<file path="src/rtl/in_service_control_if.sv">
// Bus bundle between the 8259A in-service control block and its neighbours:
// resolver request, INTA/OCW2 commands in; INT, ISR feedback and vector out.
interface in_service_control_if;
    logic [7:0] interrupt;
    logic       inta;
    logic       aeoi_mode;
    logic       rotate_in_aeoi;
    logic [4:0] vector_base;
    logic       eoi_nonspecific;
    logic       eoi_specific;
    logic       eoi_rotate;
    logic       set_priority;
    logic [2:0] cmd_level;
    logic       int_out;
    logic [7:0] clear_irr;
    logic [7:0] in_service_register;
    logic [7:0] highest_level_in_service;
    logic [2:0] priority_rotate;
    logic [7:0] data_out;
    logic       data_out_en;

    modport master (
        output interrupt, inta, aeoi_mode, rotate_in_aeoi, vector_base,
               eoi_nonspecific, eoi_specific, eoi_rotate, set_priority, cmd_level,
        input  int_out, clear_irr, in_service_register, highest_level_in_service,
               priority_rotate, data_out, data_out_en
    );

    modport slave (
        input  interrupt, inta, aeoi_mode, rotate_in_aeoi, vector_base,
               eoi_nonspecific, eoi_specific, eoi_rotate, set_priority, cmd_level,
        output int_out, clear_irr, in_service_register, highest_level_in_service,
               priority_rotate, data_out, data_out_en
    );
endinterface

</file>
<file path="src/rtl/in_service_control.sv">
// 8259A in-service control: INT/INTA acknowledge sequence, ISR, rotation pointer
// and EOI handling downstream of the priority resolver.
module in_service_control #(
    parameter logic [2:0] SPURIOUS_LEVEL = 3'd7,
    parameter logic [2:0] ROTATE_RESET   = 3'd7
) (
    input  logic                 clk,
    input  logic                 reset,
    in_service_control_if.slave  bus
);
    localparam int unsigned LEVELS = 8;
    localparam int unsigned LVL_W  = 3;

    typedef enum logic [1:0] {IDLE, ACK1, ACK2} state_t;

    state_t             state, state_next;
    logic               int_q, int_n;
    logic [LEVELS-1:0]  clr_q, clr_n;
    logic [LEVELS-1:0]  isr_q, isr_n;
    logic [7:0]         dout_q, dout_n;
    logic               den_q, den_n;
    logic [LVL_W-1:0]   rot_q, rot_n;
    logic [LVL_W-1:0]   lvl_q, lvl_n;
    logic               spur_q, spur_n;

    logic [LEVELS-1:0]  hl;
    logic [LVL_W-1:0]   hl_lvl;
    logic [LVL_W-1:0]   scan_idx;
    logic               found;
    logic [LVL_W-1:0]   enc;
    logic [LEVELS-1:0]  clr_mask;
    logic [LEVELS-1:0]  set_mask;

    // Highest in-service level: first set ISR bit scanning up from rotate+1, wrapping.
    always_comb begin
        hl       = '0;
        hl_lvl   = '0;
        found    = 1'b0;
        scan_idx = '0;
        for (int i = 0; i < int'(LEVELS); i++) begin
            scan_idx = LVL_W'(rot_q + LVL_W'(i) + LVL_W'(1));
            if (!found && isr_q[scan_idx]) begin
                found        = 1'b1;
                hl[scan_idx] = 1'b1;
                hl_lvl       = scan_idx;
            end
        end
    end

    // Binary encode of the resolver's one-hot winner.
    always_comb begin
        enc = '0;
        for (int i = int'(LEVELS) - 1; i >= 0; i--) begin
            if (bus.interrupt[i]) enc = LVL_W'(i);
        end
    end

    always_comb begin
        state_next = state;
        int_n      = int_q;
        clr_n      = '0;
        den_n      = 1'b0;
        dout_n     = dout_q;
        lvl_n      = lvl_q;
        spur_n     = spur_q;
        rot_n      = rot_q;
        clr_mask   = '0;
        set_mask   = '0;

        if (bus.eoi_specific) begin
            clr_mask = LEVELS'(1) << bus.cmd_level;
            if (bus.eoi_rotate) rot_n = bus.cmd_level;
        end else if (bus.eoi_nonspecific && found) begin
            clr_mask = hl;
            if (bus.eoi_rotate) rot_n = hl_lvl;
        end

        case (state)
            IDLE: begin
                if (int_q && bus.inta) begin
                    state_next = ACK1;
                    int_n      = 1'b0;
                    if (bus.interrupt != '0) begin
                        lvl_n    = enc;
                        spur_n   = 1'b0;
                        set_mask = LEVELS'(1) << enc;
                        clr_n    = LEVELS'(1) << enc;
                    end else begin
                        lvl_n  = SPURIOUS_LEVEL;
                        spur_n = 1'b1;
                    end
                end else if (!int_q && bus.interrupt != '0) begin
                    int_n = 1'b1;
                end
            end
            ACK1: begin
                if (bus.inta) begin
                    state_next = ACK2;
                    dout_n     = {bus.vector_base, lvl_q};
                    den_n      = 1'b1;
                    // A spurious acknowledge never set an ISR bit, so AEOI has nothing to retire.
                    if (bus.aeoi_mode && !spur_q) begin
                        clr_mask = clr_mask | (LEVELS'(1) << lvl_q);
                        if (bus.rotate_in_aeoi) rot_n = lvl_q;
                    end
                end
            end
            ACK2:    state_next = IDLE;
            default: state_next = IDLE;
        endcase

        if (bus.set_priority) rot_n = bus.cmd_level;

        isr_n = (isr_q & ~clr_mask) | set_mask;
    end

    always_ff @(posedge clk or posedge reset) begin
        if (reset) begin
            state  <= IDLE;
            int_q  <= 1'b0;
            clr_q  <= '0;
            isr_q  <= '0;
            dout_q <= '0;
            den_q  <= 1'b0;
            rot_q  <= ROTATE_RESET;
            lvl_q  <= '0;
            spur_q <= 1'b0;
        end else begin
            state  <= state_next;
            int_q  <= int_n;
            clr_q  <= clr_n;
            isr_q  <= isr_n;
            dout_q <= dout_n;
            den_q  <= den_n;
            rot_q  <= rot_n;
            lvl_q  <= lvl_n;
            spur_q <= spur_n;
        end
    end

    assign bus.int_out                  = int_q;
    assign bus.clear_irr                = clr_q;
    assign bus.in_service_register      = isr_q;
    assign bus.highest_level_in_service = hl;
    assign bus.priority_rotate          = rot_q;
    assign bus.data_out                 = dout_q;
    assign bus.data_out_en              = den_q;
endmodule

</file>
<file path="src/flat_wrapper.sv">
// flat-port wrapper written by rule: the top's interface ports become plain ports
module in_service_control_flat 
#(
    parameter logic [2:0] SPURIOUS_LEVEL = 3'd7,
    parameter logic [2:0] ROTATE_RESET   = 3'd7
)
  (clk, reset, bus_interrupt, bus_inta, bus_aeoi_mode, bus_rotate_in_aeoi, bus_vector_base, bus_eoi_nonspecific, bus_eoi_specific, bus_eoi_rotate, bus_set_priority, bus_cmd_level, bus_int_out, bus_clear_irr, bus_in_service_register, bus_highest_level_in_service, bus_priority_rotate, bus_data_out, bus_data_out_en);
  in_service_control_if bus_i ();
  input  logic clk;
  input  logic reset;
  input wire logic [$bits(bus_i.interrupt)-1:0] bus_interrupt;
  input wire logic [$bits(bus_i.inta)-1:0] bus_inta;
  input wire logic [$bits(bus_i.aeoi_mode)-1:0] bus_aeoi_mode;
  input wire logic [$bits(bus_i.rotate_in_aeoi)-1:0] bus_rotate_in_aeoi;
  input wire logic [$bits(bus_i.vector_base)-1:0] bus_vector_base;
  input wire logic [$bits(bus_i.eoi_nonspecific)-1:0] bus_eoi_nonspecific;
  input wire logic [$bits(bus_i.eoi_specific)-1:0] bus_eoi_specific;
  input wire logic [$bits(bus_i.eoi_rotate)-1:0] bus_eoi_rotate;
  input wire logic [$bits(bus_i.set_priority)-1:0] bus_set_priority;
  input wire logic [$bits(bus_i.cmd_level)-1:0] bus_cmd_level;
  output wire logic [$bits(bus_i.int_out)-1:0] bus_int_out;
  output wire logic [$bits(bus_i.clear_irr)-1:0] bus_clear_irr;
  output wire logic [$bits(bus_i.in_service_register)-1:0] bus_in_service_register;
  output wire logic [$bits(bus_i.highest_level_in_service)-1:0] bus_highest_level_in_service;
  output wire logic [$bits(bus_i.priority_rotate)-1:0] bus_priority_rotate;
  output wire logic [$bits(bus_i.data_out)-1:0] bus_data_out;
  output wire logic [$bits(bus_i.data_out_en)-1:0] bus_data_out_en;
  assign bus_i.interrupt = bus_interrupt;
  assign bus_i.inta = bus_inta;
  assign bus_i.aeoi_mode = bus_aeoi_mode;
  assign bus_i.rotate_in_aeoi = bus_rotate_in_aeoi;
  assign bus_i.vector_base = bus_vector_base;
  assign bus_i.eoi_nonspecific = bus_eoi_nonspecific;
  assign bus_i.eoi_specific = bus_eoi_specific;
  assign bus_i.eoi_rotate = bus_eoi_rotate;
  assign bus_i.set_priority = bus_set_priority;
  assign bus_i.cmd_level = bus_cmd_level;
  assign bus_int_out = bus_i.int_out;
  assign bus_clear_irr = bus_i.clear_irr;
  assign bus_in_service_register = bus_i.in_service_register;
  assign bus_highest_level_in_service = bus_i.highest_level_in_service;
  assign bus_priority_rotate = bus_i.priority_rotate;
  assign bus_data_out = bus_i.data_out;
  assign bus_data_out_en = bus_i.data_out_en;
  in_service_control #(.SPURIOUS_LEVEL(SPURIOUS_LEVEL), .ROTATE_RESET(ROTATE_RESET)) u_core (.clk(clk), .reset(reset), .bus(bus_i));
endmodule
</file>
<file path="config.mk">
export PLATFORM = sky130hd
export DESIGN_NAME = in_service_control_flat
export DESIGN_NICKNAME = d
export VERILOG_FILES = /design/src/rtl/in_service_control_if.sv /design/src/rtl/in_service_control.sv /design/src/flat_wrapper.sv
export SDC_FILE = /design/constraint.sdc
export NUM_CORES = 1
export LEC_CHECK = 0
export CORE_MARGIN = 4
export CORE_UTILIZATION = 45
export DETAILED_ROUTE_END_ITERATION = 10
export GPL_TIMING_DRIVEN = 0
export HOLD_SLACK_MARGIN = 0.15
export PLACE_DENSITY = 0.71
export SYNTH_ARGS = -nofsm -noshare
export SYNTH_HDL_FRONTEND = slang
export SYNTH_SLANG_ARGS = --single-unit
</file>
<file path="constraint.sdc">
create_clock -name clk -period 12.1 [get_ports clk]
set_input_delay 2.42 -clock clk [delete_from_list [all_inputs] [get_ports clk]]
set_output_delay 2.42 -clock clk [all_outputs]
set_load 0.02 [all_outputs]
</file>
# Yosys cells after proc, flatten, opt, wreduce, memory -nomap -nowiden
# Cells that the tools add are included.
# W data, S select, Z words.
# word_totals
reg_bits	35
inputBits	25
output_inout_bits	37
word_cells	181
# classes
addsub	14
magnitude_cmp	16
eq_ne	3
n_shift	3
n_mux	90
bitwise_logic	11
reduce_logical	35
# op_table
operator	n
$mux W8	16
$mux W3	26
$or A8 B8 Y8	9
$lt A3 B4 Y1 const B	8
$mux W1	29
$add A3 B1 Y3 const B	8
$bmux W1 S3	8
$demux W1 S3	8
$ge A3 B1 Y1 const B	8
$shl A1 B3 Y8 const A	3
$logic_and A1 B1 Y1	19
$add A3 B3 Y3 const B	4
$logic_not A1 Y1	9
$and A8 B8 Y8	1
$not A8 Y8	1
$reduce_and A2 Y1	4
$reduce_bool A8 Y1	1
$add A3 B2 Y3 const B	2
$mux W2	2
$pmux W2 S2	1
$eq A2 B1 Y1 const B	1
$logic_not A2 Y1	1
$ne A2 B1 Y1 const B	1
$ne A2 B2 Y1 const B	1
$reduce_bool A2 Y1	1

# Depth between registers and ports, before layout
# logic_depth
depth_word	35
mapped_depth	14

# Least setup slack after synthesis
# OpenSTA, ideal clock, no wires.
# synth_timing
path_kind	flip-flop to output port
start	register u_core.rot_q[0], in the netlist u_core.bus.priority_rotate[0]
end	output port bus_highest_level_in_service[3]
arrival_ns	3.575
setup_slack_ns	6.105
path_stages_with_launch	13
path_cell_list	dfstp_2 buf_6 buf_8 inv_1 clkbuf_1 ha_1 buf_6 mux4_2 nor4_2 nor4_2 nor3_2 a21oi_1 a31oi_1
# synth_between
elab_chain_len	25
elab_cells_between_ends	106
# synth_rtl
item	line_no	text
start, declared	in_service_control.sv:22	logic [LVL_W-1:0] rot_q, rot_n;
start signal, assigned	in_service_control.sv:135	rot_q <= rot_n;
branches (longest 24 deep; another with $lt A3 B4 Y1)	n/a	
$mux W8 (*)	in_service_control.sv:42	if (!found && isr_q[scan_idx]) begin
end, declared	flat_wrapper.sv:24	output wire logic [$bits(bus_i.highest_level_in_service)-1:0] bus_highest_level_in_service;
# Mark *: on every way between the ends. The select of a mux whose other input is x is not followed.

# Worst setup path after layout
# layout_timing
start	register u_core.rot_q[0], in the netlist u_core.bus.priority_rotate[0]
end	output port bus_highest_level_in_service[4]
# Same word-level chain as after synthesis.

==> metrics.csv <==
stage,metric,value,unit
logic_synthesis,Synth cell types,71,
clocking,clk_lat worst skew,0.29,ns
clocking,Max Buffers Root-to-Sink,2,
pwr,maximum VDD drop,0.1202,mV
drt,wire per inst,19.32,um
logic_synthesis,synthesized cell area,0.003123,mm^2
logic_synthesis,"top cells by count, synth","54 x nand2_1, 32 x dfrtp_1, 26 x nor2_1, 23 x a21oi_1, 15 x o21ai_0",
clocking,Num CTS Buffers,5,
drt,via/cell ratio,6.247,
final_layout,antenna cell count,0,
outcome,status,"finished, final reports clean",
setup_path,Worst setup SP type,flip-flop,
global_routing,initial antenna violation count,0,
placement,# port buffers,59,
timing,Final Cycle Share,60.27,%
final_layout,area delta synth->final,25.88,%
logic_synthesis,syn nets,379,
timing,RSZ-0062 raised after global routing,no,
setup_path,crit path kind,flip-flop to output port,
logic_synthesis,"Seq/Total Area, Yosys",28.17,%
timing,actual slew at the worst max-slew pin,0.8347,ns
timing,Slew Limit Fails,0,
drt,Pre-antenna DRT Iters,5,
clocking,register clock-pin slew on the reported worst setup and hold paths,0.07,ns
timing,post-route setup slack,4.807,ns
timing,Tmin final,7.293,ns
final_layout,fin nets,445,
logic_synthesis,"EDFF count, synth",0,
floorplanning,Core ar.,0.006756,mm^2
logic_synthesis,synth warn,0,
global_routing,largest net degree at the start of global routing,36,
placement,placed insts,486,
clocking,CTS tree,done,
global_routing,first-pass GRT wire length,15660,um
logic_synthesis,"FF+latch count, synth",35,
placement,post-DP HPWL,7377,um
min_path,hold crit path type,flip-flop to flip-flop,
logic_synthesis,Synth Instances,347,
pwr,static leakage,0.001579,uW
floorplanning,# IOs,62,
logic_synthesis,post-synth top area share,25.64,%
global_routing,Overflow after GRT,0,
clocking,root buf cell,clkbuf_8,
placement,pre-CTS WS,5.126,ns
logic_synthesis,"Avg Cell Area, Syn",9.000,um^2
floorplanning,Die Y,91.31,um
pwr,Power Density,221.7,mW/mm^2
drt,Total Wirelength,9546,um
global_routing,vias in the first global route,3032,
logic_synthesis,post-synthesis async set-or-reset flop share,100.0,%
drt,remaining antenna violation count after routing,0,
floorplanning,die width,91.31,um
logic_synthesis,largest area contributor in the netlist,dfrtp_1,
clocking,"Hold-fix buffers, CTS",0,
setup_path,largest fanout on the critical path,11,
setup_path,Worst setup EP type,output port,
logic_synthesis,most common flop cell mapped by yosys,dfrtp_1,
drt,number of DRC markers in iteration 0,164,
clocking,post-CTS sizing,0,
placement,RePlAce Congestion,0.8850,
logic_synthesis,top post-synthesis cells by area,"dfrtp_1 26%, nand2_1 6.5%, mux4_2 5.8%",
clocking,H-tree levels,2,
drt,DRC Markers,0,
global_routing,GRT Total Usage,23.37,%
timing,clock skew,0.004359,ns
clocking,setup bufs post-CTS,0,
timing,final hold violations,0,
setup_path,WP data arrival,4.87,ns
floorplanning,initial core utilization,46.22,%
drt,routed via count,3086,
timing,Setup TNS,0,ns
clocking,# clock sinks,35,
timing,Final setup viols,0,
floorplanning,row count,30,
setup_path,Critical Path RT,9.68,ns
floorplanning,full die area,0.008337,mm^2
logic_synthesis,cell with the most instances after synthesis,nand2_1,
job,Max Cap Viol,0,
timing,Worst slew margin,44.02,%
final_layout,share of layout cells above drive strength 1,13.53,%
final_layout,fin cells,494,
timing,Peak Freq,137.1,MHz
registers in the layout, indices dropped and copies added (netlist names):
| name | cells |
|---|---|
| u_core.bus.clear_irr | 8 |
| u_core.bus.priority_rotate | 3 |
| u_core.bus.int_out | 1 |
| u_core.bus.data_out_en | 1 |
| u_core.lvl_q | 3 |
| u_core.spur_q | 1 |
| u_core.bus.in_service_register | 8 |
| u_core.bus.data_out | 8 |
| u_core.state | 2 |
path summary, 6_finish.rpt:
kind / start / end / slack, ns / depth (start not counted)
max: u_core.bus.priority_rotate[0]$_DFF_PP1_ / bus_highest_level_in_service[4] / 4.81 / 14
min: u_core.state[1]$_DFFE_PP0P_ / u_core.state[0]$_DFFE_PP0P_ / 0.47 / 1
max reg2reg: u_core.bus.priority_rotate[0]$_DFF_PP1_ / u_core.bus.in_service_register[4]$_DFF_PP0_ / 7.95 / 14
min reg2reg: u_core.state[1]$_DFFE_PP0P_ / u_core.state[0]$_DFFE_PP0P_ / 0.47 / 1
max in group asynchronous: reset / u_core.bus.clear_irr[6]$_DFF_PP0_ / 9.06 / 2
min in group asynchronous: reset / u_core.bus.in_service_register[3]$_DFF_PP0_ / 2.57 / 2
cells in the final DEF, fill, tap and decap left out, types with 6 or more instances in the layout:
master           count
mux4_2               8
clkbuf_8             6
nand3_1             11
dfrtp_1             32
a21oi_1             23
ha_1                 7
clkbuf_1             8
o21ai_0             15
nor3_1               8
nor2_1              26
clkdlybuf4s50_1     59
inv_1               13
a31oi_1             13
nand2b_1             6
nor2b_1              6
nand2_1             54
a311oi_1             6
nand4_1              7
routing by layer:
metal	vias up	wire [um]	GRT usage [%]
li1	1443	-	-
met1	1480	3956	29.80
met2	143	4710	39.67
met3	20	608	3.645
met4	0	271	9.045
met5	-	0	0
kinds of logic after synthesis:
| group | count (synthesis) | synth area share (%) |
|---|---|---|
| xor+xnor | 4 | 1.843 |
| mux | 26 | 15.06 |
| fa+ha+maj | 7 | 2.804 |
| compound gates | 95 | 22.04 |
| flops | 35 | 28.17 |
| buf+inv | 33 | 5.288 |
| simple gates | 147 | 24.80 |
layout make-up:
cell class / count / area (um^2)
Clock inverter: 2 / 35.03
Tap cell: 80 / 100.1
Clock buffer: 6 / 82.58
Fill cell: 609 / 2825
Buffer: 18 / 108.9
Multi-Input combinational cell: 279 / 2078
Inverter: 15 / 56.30
Sequential cell: 35 / 879.6
Timing Repair Buffer: 59 / 590.6
report_power, final:
part,internal (uW),switching [uW]
Combinational,242,341
Clock,66.7,43.5
Sequential,149,28.5
Total,458,413
critical path: stages (launching register included):
cell and delay [ns]:
dfstp_2 0.57, buf_6 0.14, buf_8 0.14, inv_1 0.08, clkbuf_1 0.25, ha_1 0.39
buf_6 0.16, buf_2 0.25, mux4_1 0.51, mux2i_4 0.34, nand4_4 0.20, nor3_2 0.31
a21oi_1 0.18, a32oi_1 0.39, clkdlybuf4s50_1 0.68
through the flow:
stage | hold slack (ns) | utilization (%) | total power (uW) | cell area [um^2]
6_report | 0.4683 | 58.19 | 871.4 | 3931
5_1_grt | 0.4974 | 58.19 | 930.1 | 3931
4_1_cts | 0.4695 | 58.19 | 871.7 | 3931
3_5_place_dp | 0.4597 | 56.44 | 758.8 | 3814
3_3_place_gp | 0.4549 | 56.44 | 755.5 | 3814
2_1_floorplan | 0.4355 | - | 574.7 | 3123
Power figures use the tool's default switching activity.
